`config.mk`:
```
export PLATFORM = sky130hd
export DESIGN_NAME = pc_adder_arbiter
export DESIGN_NICKNAME = d
export VERILOG_FILES = /design/src/rtl/pc_adder_arbiter.sv
export SDC_FILE = /design/constraint.sdc
export NUM_CORES = 1
export LEC_CHECK = 0
export CAP_MARGIN = 20
export CELL_PAD_IN_SITES_DETAIL_PLACEMENT = 0
export CELL_PAD_IN_SITES_GLOBAL_PLACEMENT = 2
export CORE_MARGIN = 4
export CORE_UTILIZATION = 23
export CTS_BUF_LIST = sky130_fd_sc_hd__clkbuf_2
export DETAILED_ROUTE_END_ITERATION = 8
export GPL_TIMING_DRIVEN = 0
export PLACE_DENSITY_LB_ADDON = 0.1
export REMOVE_ABC_BUFFERS = 1
export SLEW_MARGIN = 40
export SYNTH_ARGS = -nofsm -noshare
export SYNTH_HDL_FRONTEND = slang
export SYNTH_SLANG_ARGS = --single-unit
export TNS_END_PERCENT = 1
```
`constraint.sdc`:
```
create_clock -name clk -period 6.2 [get_ports clk]
set_input_delay 1.24 -clock clk [delete_from_list [all_inputs] [get_ports clk]]
set_output_delay 1.24 -clock clk [all_outputs]
set_load 0.1 [all_outputs]
```
`src/rtl/pc_adder_arbiter.sv`:
```
// Shared 16-bit adder with a round-robin arbiter. Requester 0 (the PC path)
// can optionally win every cycle, but only for a bounded number of cycles
// while another requester waits. The selected sum is registered together
// with the owner's index, so each result appears one cycle after its grant.
module pc_adder_arbiter #(
  parameter int WIDTH       = 16,
  parameter int NREQ        = 3,
  parameter int PC_PRIORITY = 1,
  parameter int MAX_WAIT    = 3
) (
  input  logic                  clk,
  input  logic                  reset,
  input  logic [NREQ-1:0]       req,
  input  logic [NREQ*WIDTH-1:0] a_flat,
  input  logic [NREQ*WIDTH-1:0] b_flat,
  input  logic [NREQ-1:0]       cin,
  output logic [NREQ-1:0]       gnt,
  output logic                  res_valid,
  output logic [1:0]            res_id,
  output logic [WIDTH-1:0]      res_sum,
  output logic                  res_cout
);

  logic [1:0]      ptr;
  logic [3:0]      starve_cnt;
  logic            others;
  logic            starved;
  logic            pc_wins;
  logic [NREQ-1:0] elig;
  logic            found;
  int              idx;
  logic            xfer;
  logic [1:0]      gid;
  logic [1:0]      next_ptr;
  logic [WIDTH-1:0] a_sel, b_sel;
  logic            cin_sel;
  logic [WIDTH-1:0] sum_c;
  logic            cout_c;

  assign others  = |req[NREQ-1:1];
  // starve_cnt saturates at MAX_WAIT, so "== MAX_WAIT" is the same as "not below it"
  assign starved = (PC_PRIORITY != 0) && (starve_cnt == 4'(MAX_WAIT));
  assign pc_wins = (PC_PRIORITY != 0) && req[0] && !starved;

  // Requester 0 sits out the rotating search once it has used its priority budget,
  // unless nobody else is asking.
  always_comb begin
    elig = req;
    if (starved && others) elig[0] = 1'b0;
  end

  // One-hot grant: PC priority first, else first eligible index starting at ptr
  always_comb begin
    gnt   = '0;
    found = 1'b0;
    idx   = 0;
    if (!reset) begin
      if (pc_wins) begin
        gnt[0] = 1'b1;
      end else begin
        for (int k = 0; k < NREQ; k++) begin
          idx = (int'(ptr) + k) % NREQ;
          if (!found && elig[idx]) begin
            gnt[idx] = 1'b1;
            found    = 1'b1;
          end
        end
      end
    end
  end

  // AND-OR operand mux driven by the one-hot grant, plus the encoded winner index
  always_comb begin
    a_sel   = '0;
    b_sel   = '0;
    cin_sel = 1'b0;
    gid     = '0;
    for (int i = 0; i < NREQ; i++) begin
      if (gnt[i]) begin
        a_sel   = a_sel | a_flat[i*WIDTH +: WIDTH];
        b_sel   = b_sel | b_flat[i*WIDTH +: WIDTH];
        cin_sel = cin_sel | cin[i];
        gid     = gid | 2'(i);
      end
    end
  end

  assign {cout_c, sum_c} = {1'b0, a_sel} + {1'b0, b_sel} + (WIDTH+1)'(cin_sel);
  assign xfer            = |(req & gnt);
  assign next_ptr        = (gid == 2'(NREQ-1)) ? 2'd0 : gid + 2'd1;

  // Round-robin pointer and PC starvation counter
  always_ff @(posedge clk) begin
    if (reset) begin
      ptr        <= '0;
      starve_cnt <= '0;
    end else if (xfer) begin
      ptr <= next_ptr;
      if (PC_PRIORITY != 0) begin
        if (gnt[0] && others) begin
          if (!starved) starve_cnt <= starve_cnt + 4'd1;
        end else begin
          starve_cnt <= '0;
        end
      end
    end
  end

  // Result register: valid pulses per transfer, payload holds between transfers
  always_ff @(posedge clk) begin
    if (reset) begin
      res_valid <= 1'b0;
      res_id    <= '0;
      res_sum   <= '0;
      res_cout  <= 1'b0;
    end else if (xfer) begin
      res_valid <= 1'b1;
      res_id    <= gid;
      res_sum   <= sum_c;
      res_cout  <= cout_c;
    end else begin
      res_valid <= 1'b0;
    end
  end

endmodule

```
==> summary.txt, run 1 <==
Drt
  – Wire per inst: 16.0 um
  – Mean number of vias per cell: 5.19
  – Drt drc: 0
  – Detailed Routing Iterations Pass 1: 5
  – Vias after detailed routing: 3092
  – DRT Wirelength: 9520 um
  – Starting DRC count in detailed routing: 251
  – Antenna Nets Post-Route: 0

Critical path
  – Crit. End Element: register
  – CP peak stage delay: 0.54 ns
  – Critical path buffers and inverters: 4
  – Crit-path max FO: 19
  – Critical-path cell list: clkdlybuf4s50_1 > or2_4 > a2111o_1 > and2_1 > mux2i_4 > nor2b_4 > buf_16 > a222oi_1 > inv_1 > fa_1 > inv_1 > fa_1 > nor2b_1 > o31a_1 > o21ai_1 > a211o_1 > a31o_2 > a2111o_1 > o2111ai_1
  – WP data arrival: 6.19 ns
  – CP delay by family, top: compound AO/OA/AOI/OAI gates
  – Startpoint Class: input port
  – CP max-delay cell: clkdlybuf4s50_1
  – Critical path class: in -> reg
  – Worst EP required: 6.50 ns

Timing
  – Skew final: 0.0141 ns
  – Final period util: 95.1%
  – Worst-Margin Slew: 0.704 ns
  – Final-report max-slew violation count: 0
  – Setup Total Neg Slack: 0 ns
  – Hold Fails Final Rpt: 0
  – Fmax: 0.170 GHz
  – Post-layout min period: 5.89 ns
  – Final setup fails: 0
  – Worst slew margin: 52.8%
  – RSZ-0062 raised after global routing: yes

Placement
  – IO Port Bufs: 126
  – RD Place Congestion: 0.730
  – DPL Wire Length: 7480 um

GRT
  – Congestion Overflow GR: 0
  – GRT Overall Usage: 13.9%
  – Largest net degree at the start of global routing: 33
  – Global-route wire length before repair: 15400 um
  – Vias in the first global route: 3211
  – Initial antenna violation count: 0

Clock network
  – Clock Latency Late Sink: 0.36 ns
  – Root buf cell: clkbuf_2
  – Clock Path Buffers: 2
  – Hold Buf Count CTS: 0
  – Num CTS Buffers: 3
  – H-tree levels: 1
  – Postcts setup bufs: 0
  – Clock sinks: 26
  – CTS tree: built
  – CTS clk-pin slew, worst paths: 0.26 ns

Yosys
  – Post-Syn Instances: 341
  – Register area share after synthesis: 19.3%
  – Synth cell types: 65
  – Yosys reg bits: 26
  – Post-synth EDFFs: 0
  – Syn. warnings: 0
  – Post-synth ARST share: 0%
  – Mapped Area: 0.00270 mm2
  – Prevailing post-synth register cell: dfxtp_1
  – Syn_area_per_cell: 7.92 um2

Die
  – Die Height: 116 um
  – Row count: 39
  – # IOs: 127
  – DIE WIDTH: 116 um
  – Initial Util: 23.6%
  – Core area: 0.0115 mm2
  – Area of the die: 0.0135 mm2

Layout
  – Final Util: 36.0%
  – Syn-to-layout area delta: 52.7%
  – Share of layout cells above drive strength 1: 11.5%
  – Nets: 580
  – N_diodes: 0

Power and ir drop
  – Cell Pwr Density: 179 mW/mm2
  – Worst vdd ir: 0.0000779 V
  – Leakage: 0.00178 uW

Job
  – Max-cap violation count: 0

Worst hold path
  – Worst min path class: reg -> reg

Run status
  – Status: finished, final reports clean
==> Yosys cell counts (5+ instances only) <==
library cell  instances  area, um2
nand3_1              15       75.1
ha_1                 20        250
a222oi_1             33        330
nand2_1               9       33.8
nor2_1               11       41.3
xnor2_1               5       43.8
dfxtp_1              26        521
a211oi_1              7       52.6
clkbuf_1             14       52.6
o21ai_0              16       80.1
nand2b_1              8       50.1
a21o_1                5       37.5
a21oi_1              23        115
nor2b_1               6       37.5
nor3_1                6       30.0
inv_1                44        165
a31oi_1               6       37.5
and2_1                6       37.5
==> cell families (layout without fill, tap and decap cells) <==
group	count (synthesis)	after routing	share of synthesized area (%)
fa+ha+maj	22	22	10.7
mux	5	5	1.99
flops	26	26	19.3
simple gates	81	81	17.4
xor+xnor	7	7	2.27
compound gates	132	132	37.9
buf+inv	68	180	10.5
==> through the flow <==
stage               worst slack [ns]  area [um2]  power, uW  instances  hold slack [ns]
floorplan                      -1.62        2590        484        318            0.470
global placement               -2.57        4030        633        587            0.450
detailed placement            -0.533        4040        629        592            0.457
CTS                           0.0178        4090        742        596            0.484
global route                 -0.0115        4120        790        596            0.509
finish                         0.305        4120        738        596            0.478
==> worst min-delay path, delay by kind of cell (launching register included) <==
| family | cells | cell delay [ns] |
|---|---|---|
| compound gates | 1 | 0.05 |
| flops | 1 | 0.37 |
| simple gates | 1 | 0.06 |
==> area by class of cell <==
| class | instances | area (um2) |
|---|---|---|
| clock inverters | 1 | 30.0 |
| inverters | 45 | 169 |
| repair buffers | 131 | 1240 |
| multi-input cells | 247 | 1970 |
| fillers | 1240 | 7340 |
| clock buffers | 3 | 15.0 |
| flip-flops and latches | 26 | 520 |
| well taps | 143 | 179 |
==> placed cells by master, fill, tap and decap left out, drive strengths merged, types with 3 or more instances in the layout <==
master / n
ha: 20
dfxtp: 26
nand2: 9
nor2: 12
mux2i: 5
a21o: 5
buf: 29
nand2b: 8
clkbuf: 3
inv: 45
clkdlybuf4s50: 102
a211oi: 8
a2111oi: 3
o2111ai: 3
a21oi: 23
a31oi: 6
a222oi: 33
nor2b: 6
nor3: 6
and2: 6
nand3: 15
a211o: 3
nand4b: 4
xnor2: 5
o21ai: 20
==> final timing paths <==
check | from | endpoint | slack (ns) | cells after the start
worst min register to register | res_sum[8] | res_sum[8] | 0.48 | 2
worst min-delay path | res_sum[8] | res_sum[8] | 0.48 | 2
worst max register to register | starve_cnt[0] | res_sum[12] | 0.99 | 19
worst max-delay path | req[2] | res_sum[12] | 0.31 | 19
==> routing by layer <==
metal / GRT usage, % / vias up / wire length (um)
li1: - / 1555 / -
met1: 17.5 / 1449 / 4290
met2: 25.5 / 80 / 4700
met3: 1.55 / 8 / 444
met4: 2.71 / 0 / 91
met5: 0 / - / 0
==> sequential cells by signal, indices dropped and copies added, names as in the netlist <==
signal,cells
res_valid,1
res_cout,1
starve_cnt,4
res_sum,16
res_id,2
ptr,2
==> timing repair <==
| action | CTS | global route |
|---|---|---|
| endpoints found under the setup margin | 1 | 10 |
| pin swaps | 0 | 1 |
| resized for setup | 1 | 7 |
| cloned | 0 | 0 |
==> where the power goes <==
group / internal [uW] / switching, uW
registers: 184 / 8.96
logic: 165 / 271
clock network: 55.5 / 53.1
total: 405 / 334
No activity file was read; power rests on OpenSTA's default activity.
==> run 2, diff against run 1 <==
CORE_MARGIN = unset   (was 4)
==> run 2 against run 1 <==
  * Sequential power about the same
  * Clock-buffer cell count unchanged
  * Sequential share of layout area up 0.13 points
  * Via count up 0.23%
  * Combinational power about the same
  * Final area down 1.0%
  * First-iteration DRC count down 8.4%
  * Clock skew up 0.0014 ns
  * Die area down 10%
  * Wire length down 6.7%
  * Hold slack better by 0.00056 ns
  * Non-clock buffer count down 1
  * Critical path type unchanged
  * Critical endpoint unchanged
==> summary.txt, run 2 (same netlist as run 1, synthesis figures left out) <==
Drt
  – Vias after detailed routing: 3099
  – Detailed Routing Iterations Pass 1: 6
  – Starting DRC count in detailed routing: 230
  – Antenna Nets Post-Route: 0
  – Mean number of vias per cell: 5.21
  – DRT Wirelength: 8880 um
  – Drt drc: 0
  – Wire per inst: 14.9 um

Critical path
  – CP Capture Point: res_sum[12]
  – CP max-delay cell: a21oi_4
  – Critical path class: in -> reg
  – Worst EP required: 6.49 ns
  – FF-to-FF Start: starve_cnt[0]
  – Worst r2r dst: res_sum[12]
  – Critical-path cell list: clkdlybuf4s50_1 > or2_4 > a2111o_1 > and2_1 > a31o_2 > a21oi_4 > a222oi_1 > inv_1 > fa_1 > inv_1 > fa_1 > nor2b_1 > o31a_1 > o21ai_0 > a211o_1 > a31o_2 > a2111o_1 > o2111ai_1
  – R2r worst-path depth: 19
  – Startpoint Class: input port
  – WP data arrival: 6.23 ns
  – CP peak stage delay: 0.55 ns
  – Crit-path max FO: 20
  – Worst Setup SP: req[2]
  – Crit. End Element: register
  – Reg2Reg Setup Slack: 0.94 ns

Clock network
  – Clock Path Buffers: 2
  – Num CTS Buffers: 3
  – CTS tree: built
  – Hold Buf Count CTS: 0
  – CTS clk-pin slew, worst paths: 0.26 ns
  – Clock Latency Late Sink: 0.35 ns
  – Root buf cell: clkbuf_2
  – H-tree levels: 1
  – Clock sinks: 26

Die
  – Area of the die: 0.0122 mm2
  – DIE WIDTH: 110 um
  – Core area: 0.0114 mm2
  – # IOs: 127
  – Die Height: 110 um
  – Row count: 39
  – Initial Util: 23.7%

Placement
  – # placed instances: 591
  – DPL Wire Length: 6860 um
  – RD Place Congestion: 0.785
  – IO Port Bufs: 126

Layout
  – Fin cells: 595
  – Largest registers: res_sum: 16 flops, starve_cnt: 4 flops
  – Syn-to-layout area delta: 51.1%
  – Max reg flops: 16
  – N_diodes: 0
  – Most common cell after layout, fill and taps aside: clkdlybuf4s50_1
  – Most frequent cells in the layout: clkdlybuf4s50_1 (102), inv_1 (44), a222oi_1 (33)
  – Share of layout cells above drive strength 1: 11.1%
  – Largest Register: res_sum
  – # fillers: 1252
  – Final Util: 35.8%
  – Nets: 579

GRT
  – Global-route wire length before repair: 14300 um
  – Largest net degree at the start of global routing: 33
  – Vias in the first global route: 2943
  – GRT Overall Usage: 14.8%
  – Congestion Overflow GR: 0
  – Initial antenna violation count: 0

Power and ir drop
  – Leakage: 0.00176 uW
  – Worst vdd ir: 0.0000647 V
  – Cell Pwr Density: 170 mW/mm2
  – Total power: 692 uW

Timing
  – Final period util: 95.9%
  – RSZ-0062 raised after global routing: no
  – Skew final: 0.0155 ns
  – Worst-Margin Slew: 0.690 ns
  – Setup Total Neg Slack: 0 ns
  – Min Hold Slack: 0.479 ns
  – Final setup fails: 0
  – Hold Fails Final Rpt: 0
  – Fmax: 0.168 GHz
  – Worst slew margin: 53.8%
  – Post-layout min period: 5.95 ns
  – Final-report max-slew violation count: 0

Worst hold path
  – Worst min path class: reg -> reg

Job
  – Max-cap violation count: 0

Run status
  – Status: finished, final reports clean
run 2: repair_timing:
item                                    in CTS  in global routing
endpoints found under the setup margin       2                  6
buffers inserted                             0                  0
pin swaps                                    0                  2
gates cloned                                 0                  0
gates resized for setup                      1                  6
run 2: final cells by class:
type,count,area [um2],share of cell area [%]
Multi-Input combinational cell,247,1970,48.3
Timing Repair Buffer,130,1220,29.9
Sequential cell,26,520,12.7
Tap cell,143,179,4.38
Inverter,45,169,4.14
Clock buffer,3,15.0,0.368
Clock inverter,1,3.75,0.0919
run 2: worst max-delay path, delay by kind of cell:
family / cells / cell delay [ns]
compound gates: 10 / 2.86
simple gates: 3 / 0.75
buf+inv: 3 / 0.74
fa+ha+maj: 2 / 0.64
run 2: layer usage:
| metal | global-route usage (%) | vias up | routed length, um |
|---|---|---|---|
| met1 | 19.2 | 1436 | 3990 |
| met3 | 1.18 | 7 | 417 |
| met2 | 26.8 | 99 | 4370 |
| met5 | 0 | - | 0 |
| met4 | 3.10 | 0 | 102 |
| li1 | - | 1557 | - |
run 2: power breakdown:
part,switching [uW],internal (uW),total (uW)
clock,51.2,14.0,65.2
combinational,270,164,434
sequential,9.15,184,193
total,330,362,692
run 2: worst min path at each step:
stage | from | endpoint | slack [ns] | depth (start not counted)
2_1_floorplan | starve_cnt[1] | starve_cnt[1] | 0.47 | 2
3_3_place_gp | res_sum[2] | res_sum[2] | 0.45 | 2
3_5_place_dp | res_sum[3] | res_sum[3] | 0.45 | 2
5_1_grt | res_sum[3] | res_sum[3] | 0.50 | 2
6_report | res_sum[3] | res_sum[3] | 0.48 | 2
4_1_cts | res_id[1] | res_id[1] | 0.48 | 2
run 2: stage by stage:
| step | area (um2) | setup slack, ns |
|---|---|---|
| detailed placement | 4020 | -0.599 |
| global placement | 4030 | -2.63 |
| finish | 4080 | 0.252 |
| global route | 4080 | 0.00307 |
| CTS | 4050 | 0.00152 |
| floorplan | 2590 | -1.62 |
==> run 3, diff against run 2 <==
--- a/constraint.sdc
+++ b/constraint.sdc
@@ -3,2 +3,2 @@
 set_output_delay 1.24 -clock clk [all_outputs]
-set_load 0.1 [all_outputs]
+set_load 0.02 [all_outputs]
==> run 3 against run 2 <==
  * Sequential share of layout area down 0.36 points
  * Clock power grew 0.8%
  * Global-route usage about the same
  * Hold slack improved by 0.0013 ns
  * Via count about the same
  * Clock-buffer cell count unchanged
  * Final cell count increased by 0.17%
  * Combinational power shrank 19%
  * Wire length increased by 0.79%
  * Clock skew is 0.0072 ns lower
  * Critical endpoint is now res_sum[13]
  * Largest cell class unchanged
==> summary.txt, run 3 (same netlist as run 1, synthesis figures left out) <==
Die
  – Core area: 0.0114 mm2
  – Row count: 39
  – Area of the die: 0.0122 mm2
  – DIE WIDTH: 110 um
  – Die Height: 110 um
  – Initial Util: 23.7%
  – # IOs: 127

Timing
  – Setup Total Neg Slack: 0 ns
  – Post-layout min period: 5.93 ns
  – Final Worst Setup Slack: 0.271 ns
  – Worst slew margin: 52.3%
  – Worst-Margin Slew: 0.713 ns
  – Final setup fails: 0
  – Final period util: 95.6%
  – Skew final: 0.00832 ns
  – Final-report max-slew violation count: 0
  – Hold Fails Final Rpt: 0
  – Min Hold Slack: 0.480 ns
  – Fmax: 0.169 GHz

Clock network
  – Hold Buf Count CTS: 0
  – Clock Latency Late Sink: 0.35 ns
  – CTS clk-pin slew, worst paths: 0.25 ns
  – H-tree levels: 1
  – Num CTS Buffers: 3
  – Postcts setup bufs: 0
  – CTS tree: built
  – Root buf cell: clkbuf_2
  – Clock sinks: 26
  – Clock Path Buffers: 2

Critical path
  – Worst EP required: 6.46 ns
  – R2r worst-path depth: 19
  – Crit-path max FO: 24
  – Crit. End Element: register
  – Startpoint Class: input port
  – WP data arrival: 6.19 ns
  – Critical path class: in -> reg

Power and ir drop
  – Leakage: 0.00173 uW
  – Register share of total power: 31.7%
  – NetSw: 234 uW
  – Worst vdd ir: 0.0000607 V
  – Int Pwr: 378 uW
  – Cell Pwr Density: 146 mW/mm2
  – Net Sw Frac: 38.3%
  – Comb pwr share: 57.6%
  – Clk pwr share: 10.7%

Layout
  – Share of layout cells above drive strength 1: 6.18%
  – Final instance area: 0.00420 mm2
  – Largest Register: res_sum
  – Most common cell after layout, fill and taps aside: clkdlybuf4s50_1
  – Max reg flops: 16
  – Most frequent cells in the layout: clkdlybuf4s50_1 (125), inv_1 (44), a222oi_1 (33)
  – Fin cells: 596
  – Syn-to-layout area delta: 55.5%
  – N_diodes: 0
  – Register area: 520 um2
  – Multi-input gate area: 0.00197 mm2
  – # fillers: 1230
  – Largest registers: res_sum: 16 flops, starve_cnt: 4 flops
  – Nets: 580

Placement
  – # placed instances: 592
  – IO Port Bufs: 126
  – Pre-CTS setup slack: -0.592 ns
  – DPL Wire Length: 6950 um
  – Placed cell area: 0.00414 mm2
  – RD Place Congestion: 0.785

Run status
  – Status: finished, final reports clean

GRT
  – Initial antenna violation count: 0
  – Global-route wire length before repair: 14400 um
  – Vias in the first global route: 2928
  – Largest net degree at the start of global routing: 33
  – GRT Overall Usage: 14.9%
  – Congestion Overflow GR: 0

Drt
  – Vias after detailed routing: 3100
  – DRT Wirelength: 8950 um
  – Wire per inst: 15.0 um
  – Mean number of vias per cell: 5.20
  – Starting DRC count in detailed routing: 246
  – Antenna Nets Post-Route: 0
  – Detailed Routing Iterations Pass 1: 7
  – Drt drc: 0

Worst hold path
  – Worst min path class: reg -> reg
  – Cells on Worst Hold Path: 2

Job
  – Max-cap violation count: 0
## run 3: worst max-delay path: stages
cell	delay (ns)
clkdlybuf4s50_1	0.55
or2_4	0.37
a2111o_1	0.44
and2_1	0.20
o2bb2ai_1	0.27
and2_4	0.28
buf_16	0.19
a222oi_1	0.36
inv_1	0.11
fa_1	0.48
a211oi_2	0.36
o21ai_0	0.21
a41oi_2	0.31
o21ai_0	0.16
and2_1	0.19
a311oi_1	0.35
mux2i_1	0.12
## run 3: power groups by stage
stage	Combinational (uW)	Sequential, uW	Clock (uW)
2_1_floorplan	172	214	0
3_3_place_gp	339	197	0
3_5_place_dp	348	198	0
4_1_cts	351	195	71.0
5_1_grt	391	196	77.3
6_report	353	194	65.7
## run 3: area by class of cell
class	instances	share of cell area, %
flip-flops and latches	26	12.4
repair buffers	131	31.9
clock buffers	3	0.357
inverters	45	4.02
clock inverters	1	0.0894
well taps	143	4.26
multi-input cells	247	47.0
## run 3: worst paths after layout
path | from | endpoint | slack [ns]
max | req[2] | res_sum[13] | 0.27
min | res_sum[2] | res_sum[2] | 0.48
max reg2reg | starve_cnt[0] | res_sum[12] | 0.97
min reg2reg | res_sum[2] | res_sum[2] | 0.48
## run 3: timing repair
| item | CTS | global route |
|---|---|---|
| resized for setup | 1 | 6 |
| pin swaps | 0 | 1 |
| setup endpoints to repair | 2 | 10 |
## run 3: through the flow
step | util, % | total power (uW)
6_report | 36.8 | 612
5_1_grt | 36.8 | 665
4_1_cts | 36.5 | 616
3_5_place_dp | 36.2 | 546
3_3_place_gp | 35.3 | 536
2_1_floorplan | - | 386
## run 3: layer usage
layer	part of all wire, %	track usage [%]	vias up
met5	0	0	-
met4	0.66	2.35	0
met3	3.9	0.999	4
met2	49	27.0	75
met1	46	19.5	1462
li1	-	-	1559
